### src/rtl/regfile_wb_arbiter.sv
// Register-file writeback arbiter: two buffered requesters (ALU, load) share one
// write port, with round-robin grants, per-register pending tracking and flush.
module regfile_wb_arbiter #(
  parameter int unsigned DEPTH = 2
) (
  input  logic        clk,
  input  logic        rst,
  input  logic        a_valid,
  output logic        a_ready,
  input  logic [4:0]  a_addr,
  input  logic [31:0] a_data,
  input  logic        b_valid,
  output logic        b_ready,
  input  logic [4:0]  b_addr,
  input  logic [31:0] b_data,
  input  logic        flush,
  output logic        we,
  output logic [31:0] wa,
  output logic [31:0] wd,
  output logic [31:0] pending
);

  localparam int unsigned PW = $clog2(DEPTH);

  typedef enum logic {
    LAST_A,
    LAST_B
  } last_e;

  // Per-requester FIFO storage; index 0 is A, index 1 is B.
  logic [4:0]       q_addr   [2][DEPTH];
  logic [4:0]       q_addr_n [2][DEPTH];
  logic [31:0]      q_data   [2][DEPTH];
  logic [31:0]      q_data_n [2][DEPTH];
  logic [DEPTH-1:0] q_vld    [2];
  logic [DEPTH-1:0] q_vld_n  [2];
  logic [PW-1:0]    q_rd     [2];
  logic [PW-1:0]    q_rd_n   [2];
  logic [PW-1:0]    q_wr     [2];
  logic [PW-1:0]    q_wr_n   [2];

  logic [31:0] pend_q [2];
  logic [31:0] pend_n [2];
  logic [31:0] pending_q;
  logic [31:0] pending_n;

  logic        we_q;
  logic        we_n;
  logic [4:0]  wa_q;
  logic [4:0]  wa_n;
  logic [31:0] wd_q;
  logic [31:0] wd_n;
  last_e       last_q;
  last_e       last_n;

  logic        a_rdy;
  logic        b_rdy;
  logic [1:0]  empty;
  logic [1:0]  full;
  logic [1:0]  acc;
  logic [1:0]  cand;
  logic [1:0]  grant;
  logic [4:0]  in_addr   [2];
  logic [31:0] in_data   [2];
  logic [4:0]  head_addr [2];
  logic [31:0] head_data [2];
  logic        sel_valid;
  logic [4:0]  sel_addr;
  logic [31:0] sel_data;

  always_comb begin
    q_addr_n  = q_addr;
    q_data_n  = q_data;
    q_vld_n   = q_vld;
    q_rd_n    = q_rd;
    q_wr_n    = q_wr;
    pend_n[0] = '0;
    pend_n[1] = '0;

    in_addr[0] = a_addr;
    in_addr[1] = b_addr;
    in_data[0] = a_data;
    in_data[1] = b_data;

    for (int unsigned s = 0; s < 2; s++) begin
      empty[s] = ~|q_vld[s[0]];
      full[s]  = &q_vld[s[0]];
    end

    // A side is blocked by B-owned pending registers and vice versa, so the two
    // sides never hold writes to the same register; A wins a same-cycle collision.
    a_rdy = !rst && !flush && !full[0] && !pend_q[1][a_addr];
    b_rdy = !rst && !flush && !full[1] && !pend_q[0][b_addr] &&
            !(a_valid && a_rdy && (a_addr == b_addr));
    acc[0] = a_valid && a_rdy;
    acc[1] = b_valid && b_rdy;

    // An empty FIFO offers its incoming write directly, giving one-cycle latency.
    for (int unsigned s = 0; s < 2; s++) begin
      cand[s]           = !flush && (!empty[s] || acc[s]);
      head_addr[s[0]]   = empty[s] ? in_addr[s[0]] : q_addr[s[0]][q_rd[s[0]]];
      head_data[s[0]]   = empty[s] ? in_data[s[0]] : q_data[s[0]][q_rd[s[0]]];
    end

    grant = '0;
    if (cand[0] && cand[1]) begin
      if (last_q == LAST_B) grant[0] = 1'b1;
      else                  grant[1] = 1'b1;
    end else begin
      grant = cand;
    end

    sel_valid = |grant;
    sel_addr  = grant[1] ? head_addr[1] : head_addr[0];
    sel_data  = grant[1] ? head_data[1] : head_data[0];
    last_n    = grant[1] ? LAST_B : (grant[0] ? LAST_A : last_q);

    we_n = sel_valid && (sel_addr != '0);
    wa_n = we_n ? sel_addr : wa_q;
    wd_n = we_n ? sel_data : wd_q;

    for (int unsigned s = 0; s < 2; s++) begin
      if (flush) begin
        q_vld_n[s[0]] = '0;
        q_rd_n[s[0]]  = '0;
        q_wr_n[s[0]]  = '0;
      end else begin
        if (grant[s] && !empty[s]) begin
          q_vld_n[s[0]][q_rd[s[0]]] = 1'b0;
          q_rd_n[s[0]]              = q_rd[s[0]] + 1'b1;
        end
        if (acc[s] && !(grant[s] && empty[s])) begin
          q_addr_n[s[0]][q_wr[s[0]]] = in_addr[s[0]];
          q_data_n[s[0]][q_wr[s[0]]] = in_data[s[0]];
          q_vld_n[s[0]][q_wr[s[0]]]  = 1'b1;
          q_wr_n[s[0]]               = q_wr[s[0]] + 1'b1;
        end
      end

      for (int unsigned i = 0; i < DEPTH; i++) begin
        if (q_vld_n[s[0]][i[PW-1:0]]) pend_n[s[0]][q_addr_n[s[0]][i[PW-1:0]]] = 1'b1;
      end
      if (we_n && grant[s]) pend_n[s[0]][sel_addr] = 1'b1;
      pend_n[s[0]][0] = 1'b0;
    end

    pending_n = pend_n[0] | pend_n[1];
  end

  always_ff @(posedge clk or posedge rst) begin
    if (rst) begin
      q_vld     <= '{default: '0};
      q_rd      <= '{default: '0};
      q_wr      <= '{default: '0};
      pend_q    <= '{default: '0};
      pending_q <= '0;
      we_q      <= 1'b0;
      wa_q      <= '0;
      wd_q      <= '0;
      last_q    <= LAST_B;
    end else begin
      q_vld     <= q_vld_n;
      q_rd      <= q_rd_n;
      q_wr      <= q_wr_n;
      pend_q    <= pend_n;
      pending_q <= pending_n;
      we_q      <= we_n;
      wa_q      <= wa_n;
      wd_q      <= wd_n;
      last_q    <= last_n;
    end
  end

  always_ff @(posedge clk) begin
    q_addr <= q_addr_n;
    q_data <= q_data_n;
  end

  assign a_ready = a_rdy;
  assign b_ready = b_rdy;
  assign we      = we_q;
  assign wa      = {27'd0, wa_q};
  assign wd      = wd_q;
  assign pending = pending_q;

endmodule

### config.mk
export PLATFORM = sky130hd
export DESIGN_NAME = regfile_wb_arbiter
export DESIGN_NICKNAME = d
export VERILOG_FILES = /design/src/rtl/regfile_wb_arbiter.sv
export SDC_FILE = /design/constraint.sdc
export NUM_CORES = 1
export LEC_CHECK = 0
export CAP_MARGIN = 15
export CORE_MARGIN = 2
export CORE_UTILIZATION = 31
export CTS_BUF_LIST = sky130_fd_sc_hd__clkbuf_8 sky130_fd_sc_hd__clkbuf_16
export DETAILED_ROUTE_END_ITERATION = 12
export MAX_ROUTING_LAYER = met4
export SLEW_MARGIN = 25
export SYNTH_ARGS = -nofsm -noshare
export SYNTH_HDL_FRONTEND = slang
export SYNTH_SLANG_ARGS = --single-unit
### constraint.sdc
create_clock -name clk -period 4.4 [get_ports clk]
set_input_delay 0.88 -clock clk [delete_from_list [all_inputs] [get_ports clk]]
set_output_delay 0.88 -clock clk [all_outputs]
set_load 0.05 [all_outputs]
# Word level (Yosys, flattened, before mapping)
# Cells that the tools add are included.
# word_totals
in_bits	79
regBits	289
# classes
addsub	4
bitwise_logic	16
mux	83
n_reduce_logical	58
magnitude_cmp	26
n_eq_ne	1
# ops
op	count
$mux W32	17
$or A32 B32 Y32	5
$bwmux W64	2
$demux W32 S1	2
$mux W5	11
$lt A5 B6 Y1 const B	7
$mux W10	4
$logic_and A1 B1 Y1	32
$demux W1 S5	5
$ge A5 B1 Y1 const B	5
$mux W1	23
$bwmux W10	2
$mux W2	9
$logic_not A1 Y1	11
$bmux W1 S5	2
$demux W5 S1	2
$reduce_bool A2 Y1	5
$ge A2 B2 Y1 const B	4
$lt A1 B2 Y1 const B	4
$not A1 Y2	4
$reduce_and A2 Y1	4
$reduce_or A2 Y1	3
$eq A5 B5 Y1	1
$reduce_bool A5 Y1	1
9 further kinds	23

# Longest topological paths before layout
# Gate-level depths: netlist of run 1.
# depth
depth_word	28
ltp_mapped	16
mapped_depth_nobuf	12

# Worst setup path before layout of run 1
# No wires, ideal clock.
# synth_path
path_type	input to register
startpoint	input port b_addr[0]
endpoint	register q_data[32] (netlist name), enable pin
required_time_ps	4010
setup_time_ps	390
t_arrival_ps	4021
path_slack_ps	-11
cell_stages	12
cell_sequence	buf_2 > mux2_2 > or3_1 > and4_1 > nor3_1 > o211ai_4 > buf_6 > a211o_1 > buf_6 > buf_6 > buf_2 > inv_1
# synth_via
elab_chain_len	14
elab_cells_between_ends	17
# synth_rtl
element	line_no	rtl
start, declared	14	input logic [4:0] b_addr,
$bmux W1 S5	93	b_rdy = !rst && !flush && !full[1] && !pend_q[0][b_addr] &&
$mux W1 (implied by the code)	93	
$logic_not A1 Y1	93	
$logic_and A1 B1 Y1	93	
$logic_and A1 B1 Y1 (*)	93	
$logic_and A1 B1 Y1 (*)	96	acc[1] = b_valid && b_rdy;
$logic_or A1 B1 Y1	100	cand[s] = !flush && (!empty[s] || acc[s]);
$logic_and A1 B1 Y1	100	
$logic_and A1 B1 Y1	106	if (cand[0] && cand[1]) begin
$mux W2	106	
$logic_and A1 B1 Y1	132	if (acc[s] && !(grant[s] && empty[s])) begin
$logic_not A1 Y1	132	
$logic_and A1 B1 Y1 (*)	132	
$reduce_and A2 Y1 (no line) (*)	n/a	
end signal, assigned	176	q_data <= q_data_n;
end, declared	33	logic [31:0] q_data [2][DEPTH];
# Every way passes the cells marked *; elsewhere a longest branch is shown, timed or not. The select of a mux whose other input is x is not followed.
# A chain may end at the register's enable or synchronous reset.

# Worst setup path in the final report of run 1
# layout_path
startpoint	input port a_addr[0]
endpoint	output port b_ready
# layout_via
elab_chain_len	8
elab_cells_between_ends	9
# layout_rtl
element	line_no	rtl
start, declared	10	input logic [4:0] a_addr,
$bmux W1 S5	92	a_rdy = !rst && !flush && !full[0] && !pend_q[1][a_addr];
$mux W1 (implied by the code)	92	
$logic_not A1 Y1	92	
$logic_and A1 B1 Y1	92	
$logic_and A1 B1 Y1	94	!(a_valid && a_rdy && (a_addr == b_addr));
$logic_and A1 B1 Y1 (*)	94	
$logic_not A1 Y1 (*)	94	
$logic_and A1 B1 Y1 (*)	93	
end, declared	13	output logic b_ready,
# Marked as above.

==> out/qor.yml, run 1 <==
clock_network:
  cts_tree: "built"
  root_buffer: "clkbuf_16"
  clock_latency_ns: 0.55
  cts_buffers: 35
  clkSinkCount: 288
  htree_num_levels: 2
  clock_path_buffers: 3
  clkTransAtPathRegs_ns: 0.06
synth:
  synthXorXnorAreaFrac_pct: 0.373
  synth-edff-count: 128
  synth_top_area_share_pct: 27.3
  synth_ff_type: "dfrtp_1"
  ys_types: 88
  yosysWarnings: 0
  synth_seq_cells: 288
  synth_top_family_by_area: "compound AO/OA/AOI/OAI gates"
  async_flop_share_pct: 48.6
  synthMuxAreaShare_pct: 10.8
  synthSimpleGateAreaFrac_pct: 12.7
  avgSynthCellArea_um2: 11.2
  synthAdderAreaFrac_pct: 0
  synth_area_um2: 14100
  synth-seq-area-share_pct: 55.0
  synth_compound_area_share_pct: 16.2
  synthTopCellsByArea: "edfxtp_1, dfrtp_1, mux2i_1"
  synthCells: 1261
  yosys.area.top_type: "edfxtp_1"
setup_path:
  crit_path_top_delay_cell: "mux4_2"
  cp-start-kind: "input port"
  critical_path_class: "input port to output port"
  worst_path_largest_cell_delay_ns: 0.49
  crit_chain: "clkdlybuf4s50_1 -> buf_6 -> mux4_2 -> mux2_2 -> a221oi_4 -> buf_4 -> o211ai_4 -> buf_4 -> o21a_1 -> buf_6"
  worstPathMaxFanout: 7
  path_buf_inv: 5
  critPathTopFamily: "buffers and inverters"
  end_kind: "output port"
  arrival_ns: 3.41
  required_ns: 3.52
routing:
  drc: 0
  routed_via_density: 5.23
  ant_nets: 0
  drt-initial-drc-count: 982
  dr.pass1.iters: 6
  wire_per_inst_um: 21.9
  vias: 11700
  drt-total-wl_um: 48800
power:
  power_mw: 7.41
  cellPowerDensity_nw_per_um2: 387
  p_leak_nw: 7.73
  peakVddDrop_uv: 354
place:
  io_buffers: 149
  dp_cells: 2162
  detailed_place_hpwl_um: 35700
  gp_congestion: 0.959
floorplan:
  rows: 78
  die-area_um2: 47200
  ios: 178
  core_region_area_um2: 45100
  die_y_um: 217
  start_util_pct: 31.3
  dieWidth_um: 217
status:
  status: "complete, no violations"
global_routing:
  grt_start_max_net_pins: 66
  grt_pass1_vias: 11800
  met1_usage_pct: 28.0
  grt_use_met2_pct: 33.7
  grtUsageTotal_pct: 21.4
  grt_most_used_layer: "met2"
  grt_pass1_wl_um: 74000
  antenna_found_initial: 2
  grt.overflow.total: 0
  met3_usage_pct: 4.12
timing:
  slew_headroom_pct: 49.5
  fin_crit_sh_pct: 97.6
  period_minus_slack_ns: 4.29
  setup_violations: 0
  finalClockSkew_ns: 0.0376
  tightest_slew_ns: 0.756
  fmax_ghz: 0.233
  rsz0062_at_grt: "no"
  hold_viol_final: 0
  hold_slack_ns: 0.486
  drv_slew: 0
final_layout:
  mostFrequentLayoutCells: "buf_4, nand2_1, clkdlybuf4s50_1, dfrtp_1, edfxtp_1"
  final_common_cell: "buf_4"
  fin_nets: 1682
  areaGrowthSynthToFinish_pct: 35.8
  layout.cells.non_filler: 2229
  layout-drive-gt1-share_pct: 24.4
  fill_cells: 4375
job:
  drv_cap: 0
hold_path:
  hold_path.class: "register to register"
## path summary, 6_finish.rpt
path | start | to | slack [ns] | depth (start not counted)
worst min-delay path | wd[27] | wd[27] | 0.49 | 2
worst min register to register | wd[27] | wd[27] | 0.49 | 2
worst max register to register | pend_q[15] | pending[17] | 0.76 | 14
worst max-delay path | a_addr[0] | b_ready | 0.11 | 10
min in group asynchronous | rst | wd[24] | 1.04 | 3
max in group asynchronous | rst | q_rd[0] | 2.56 | 4
## timing repair
action                     in CTS  in global routing
setup endpoints to repair       2                 82
hold buffers                    0                  0
gates resized for setup         2                 14
pin swaps                       2                  7
buffers inserted                1                  3
## kinds of logic (layout without fill, tap and decap cells)
kind of cell / Yosys count / in the layout
compound gates: 328 / 328
xor+xnor: 6 / 6
buf+inv: 132 / 472
flops: 288 / 288
mux: 134 / 134
other cells: 1 / 29
simple gates: 372 / 372
## per-stage QoR
step                TNS (ns)  setup slack, ns  util (%)  instance area [um^2]
floorplan                  0            0.157         -                 14200
global placement      -45.29           -0.548      39.7                 17900
detailed placement    -60.21           -0.596      39.7                 17900
CTS                        0           0.0143      42.3                 19100
global route               0          0.00220      42.5                 19200
finish                     0            0.107      42.5                 19200
## cell usage after synthesis (4+ instances only)
cell type  instances
buf_2             13
dfxtp_1           20
nor3b_1            4
inv_1             19
a211oi_1           7
o22ai_1            9
and2_1             4
nor2_1            54
or3_1             11
o21ai_1           33
o21a_1             4
buf_1              6
nor2b_1           15
nand2b_1          15
dfrtp_1          139
o21ai_0          118
or2_2              7
a21oi_1            8
buf_6              7
nand2_1          155
o31a_1             4
nand3b_1          12
mux2i_1           80
edfxtp_1         128
o22a_1             8
nand3_1           48
o31ai_1            6
mux4_2             9
a222oi_1          18
a22oi_1           38
nor3_1            16
a221oi_1          19
o211ai_1          12
nand4b_1           4
mux2_2            42
clkbuf_1          52
nand4_1            9
buf_4             31
## area by class of cell
class	instances	area [um^2]	area share, %
Timing Repair Buffer	389	3560	18.6
Multi-Input combinational cell	868	5840	30.5
Tap cell	600	751	3.92
Antenna cell	1	2.50	0.0131
Inverter	21	86.3	0.451
Sequential cell	288	7750	40.5
Clock buffer	41	970	5.06
Clock inverter	21	190	0.993
## layer usage
metal	routed length [um]	vias to the layer above
met5	0	-
li1	-	5361
met3	3110	77
met1	21600	5784
met4	1260	0
met2	22800	429
## registers in the layout, indices dropped and copies added (netlist names)
name	cells
wa_q	5
q_addr	20
q_vld	4
wd	32
we	1
q_wr	2
q_rd	2
last_q	1
pending	31
q_data	128
pend_q	62
## worst min-delay path, delay by kind of cell (launching register included)
kind	cells	cell delay, ns
AND/OR/NAND/NOR	1	0.05
AO/OA/AOI/OAI	1	0.06
flip-flops	1	0.35
## power by group
part           switching (mW)  total (mW)  leakage (nW)  internal [mW]
Sequential              0.151        3.11          3.21           2.96
Combinational           0.900        1.41          3.94          0.511
Clock                    1.18        2.89         0.585           1.71
No activity file was read; power rests on OpenSTA's default activity.
==> inputs of run 2 (changes only) <==
--- a/config.mk
+++ b/config.mk
@@ -11,6 +11,7 @@
 export CTS_BUF_LIST = sky130_fd_sc_hd__clkbuf_8 sky130_fd_sc_hd__clkbuf_16
 export DETAILED_ROUTE_END_ITERATION = 12
 export MAX_ROUTING_LAYER = met4
+export PLACE_DENSITY = 0.55
 export SLEW_MARGIN = 25
 export SYNTH_ARGS = -nofsm -noshare
 export SYNTH_HDL_FRONTEND = slang
==> out/qor.yml, run 2 (synthesized netlist as in run 1, its figures left out) <==
status:
  status: "complete, no violations"
clock_network:
  clock_latency_ns: 0.54  # about the same
  clkSinkCount: 288  # unchanged
  root_buffer: "clkbuf_16"
  htree_num_levels: 2  # unchanged
  clock_path_buffers: 3  # unchanged
  cts_buffers: 34  # -2.9%
  cts_tree: "built"
  clkTransAtPathRegs_ns: 0.06  # about the same
setup_path:
  startpoint: "b_addr[0]"
  critical_path_class: "input port to register"
  cp-endpoint: "pending[13]"
  crit_path_top_delay_cell: "clkdlybuf4s50_1"
  r2r-end: "pend_q[47]"
  arrival_ns: 4.63  # +1.22 ns
  crit_chain: "clkdlybuf4s50_1 -> buf_12 -> mux2_2 -> or3_1 -> and4_1 -> nor4_2 -> buf_4 -> o21ai_1 -> a211o_1 -> buf_12 -> nand4b_1 -> o21ai_0 -> a22oi_2 -> or3b_1"
  required_ns: 4.79  # +1.27 ns
  worstPathMaxFanout: 14  # +7
  cp-start-kind: "input port"
  end_kind: "register"
  cpMostUsedCell: "buf_12"
  ff2ff_setup_slack_ns: 0.55  # -0.21 ns
  r2r_start: "pend_q[15]"
  reg2reg_depth: 15  # +1
  worst_path_largest_cell_delay_ns: 0.51  # +0.02 ns
power:
  peakVddDrop_uv: 439  # +24%
  cellPowerDensity_nw_per_um2: 391  # +0.95%
  p_leak_nw: 7.68  # -0.63%
timing:
  setup_tns_ns: 0  # unchanged
  fin_crit_sh_pct: 96.4  # -1.2 points
  hold_viol_final: 0  # unchanged
  setup_violations: 0  # unchanged
  period_minus_slack_ns: 4.24  # -0.0507 ns
  rsz0062_at_grt: "no"
  drv_slew: 0  # unchanged
  tightest_slew_ns: 0.755  # -0.000820 ns
  finalClockSkew_ns: 0.0177  # -0.0199 ns
  slew_headroom_pct: 49.4  # -0.11 points
  fmax_ghz: 0.236  # +1.2%
global_routing:
  grtUsageTotal_pct: 21.5  # +0.14 points
  grt_pass1_vias: 11600  # -1.6%
  grt_start_max_net_pins: 103  # +56%
  grt_pass1_wl_um: 74200  # +0.29%
  grt.overflow.total: 0  # unchanged
  antenna_found_initial: 3  # +1
floorplan:
  die-area_um2: 47200  # unchanged
  die_y_um: 217  # unchanged
  start_util_pct: 31.3  # unchanged
  ios: 178  # unchanged
  rows: 78  # unchanged
  dieWidth_um: 217  # unchanged
  core_region_area_um2: 45100  # unchanged
place:
  gp_congestion: 0.957  # -0.19%
  io_buffers: 149  # unchanged
  detailed_place_hpwl_um: 36000  # +0.80%
routing:
  wire_per_inst_um: 22.2  # +1.3%
  drt-total-wl_um: 49200  # +0.88%
  drc: 0  # unchanged
  routed_via_density: 5.16  # -1.2%
  vias: 11500  # -1.6%
  drt-initial-drc-count: 1086  # +11%
  dr.pass1.iters: 9  # +3
  ant_nets: 0  # unchanged
final_layout:
  final_common_cell: "buf_4"
  largest_register: "q_data"
  fill_cells: 4320  # -1.3%
  fin_util_pct: 42.2  # -0.31 points
  largest_reg_flops: 128  # unchanged
  areaGrowthSynthToFinish_pct: 34.8
  fin_nets: 1670  # -0.71%
  mostFrequentLayoutCells: "buf_4, nand2_1, clkdlybuf4s50_1, dfrtp_1, edfxtp_1"
  layout-drive-gt1-share_pct: 23.7  # -0.76 points
hold_path:
  hold_path.class: "register to register"
  worstHoldStart: "wd[5]"
  min_path_cells: 2  # unchanged
job:
  drv_cap: 0  # unchanged
## run 2: how the worst min path moves through the flow
| stage | endpoint |
|---|---|
| finish | wd[5] |
| global route | wd[2] |
| CTS | wd[3] |
| detailed placement | wa_q[4] |
| global placement | wd[4] |
| floorplan | q_addr[5] |
## run 2: power breakdown
part / internal [mW] / total, mW / switching (mW)
clock: 1.75 / 2.92 / 1.16
combinational: 0.507 / 1.41 / 0.903
sequential: 2.96 / 3.10 / 0.144
total: 5.22 / 7.43 / 2.21
## run 2: per-stage QoR
step / area [um^2] / worst slack, ns / std cells / hold WS, ns / power (mW)
after floorplan: 14200 / 0.157 / 1288 / 0.465 / 3.94
after global placement: 17700 / -0.706 / 2151 / 0.469 / 4.54
after detailed placement: 17700 / -0.689 / 2151 / 0.472 / 4.54
after CTS: 18900 / 0.0739 / 2217 / 0.491 / 7.49
after global routing: 19000 / 0.00647 / 2219 / 0.521 / 7.71
final: 19000 / 0.158 / 2219 / 0.483 / 7.43
## run 2: what timing repair did
item,4_1_cts,5_1_grt
hold buffers,0,0
setup buffers,4,0
setup endpoints to repair,22,40
pin swaps,3,0
resized for setup,5,11
## run 2: cell type report
| cell class | instances | area (um^2) | share of cell area (%) |
|---|---|---|---|
| timing repair buffer | 378 | 3420 | 18.0 |
| multi-input combinational | 868 | 5840 | 30.7 |
| antenna | 2 | 5.00 | 0.0263 |
| inverter | 21 | 86.3 | 0.454 |
| clock inverter | 26 | 277 | 1.45 |
| tap | 600 | 751 | 3.95 |
| sequential | 288 | 7750 | 40.8 |
| clock buffer | 36 | 878 | 4.62 |
## run 2: worst max-delay path: cells and delay by family
family,cells,cell delay [ns]
AO/OA/AOI/OAI,4,0.94
AND/OR/NAND/NOR,5,1.46
multiplexers,1,0.33
buffers and inverters,4,0.99
## run 2: routing by layer
layer | wire length [um] | track usage (%)
met2 | 22900 | 33.4
met5 | 0 | -
met1 | 21900 | 28.7
met4 | 1390 | 6.10
met3 | 3080 | 4.21
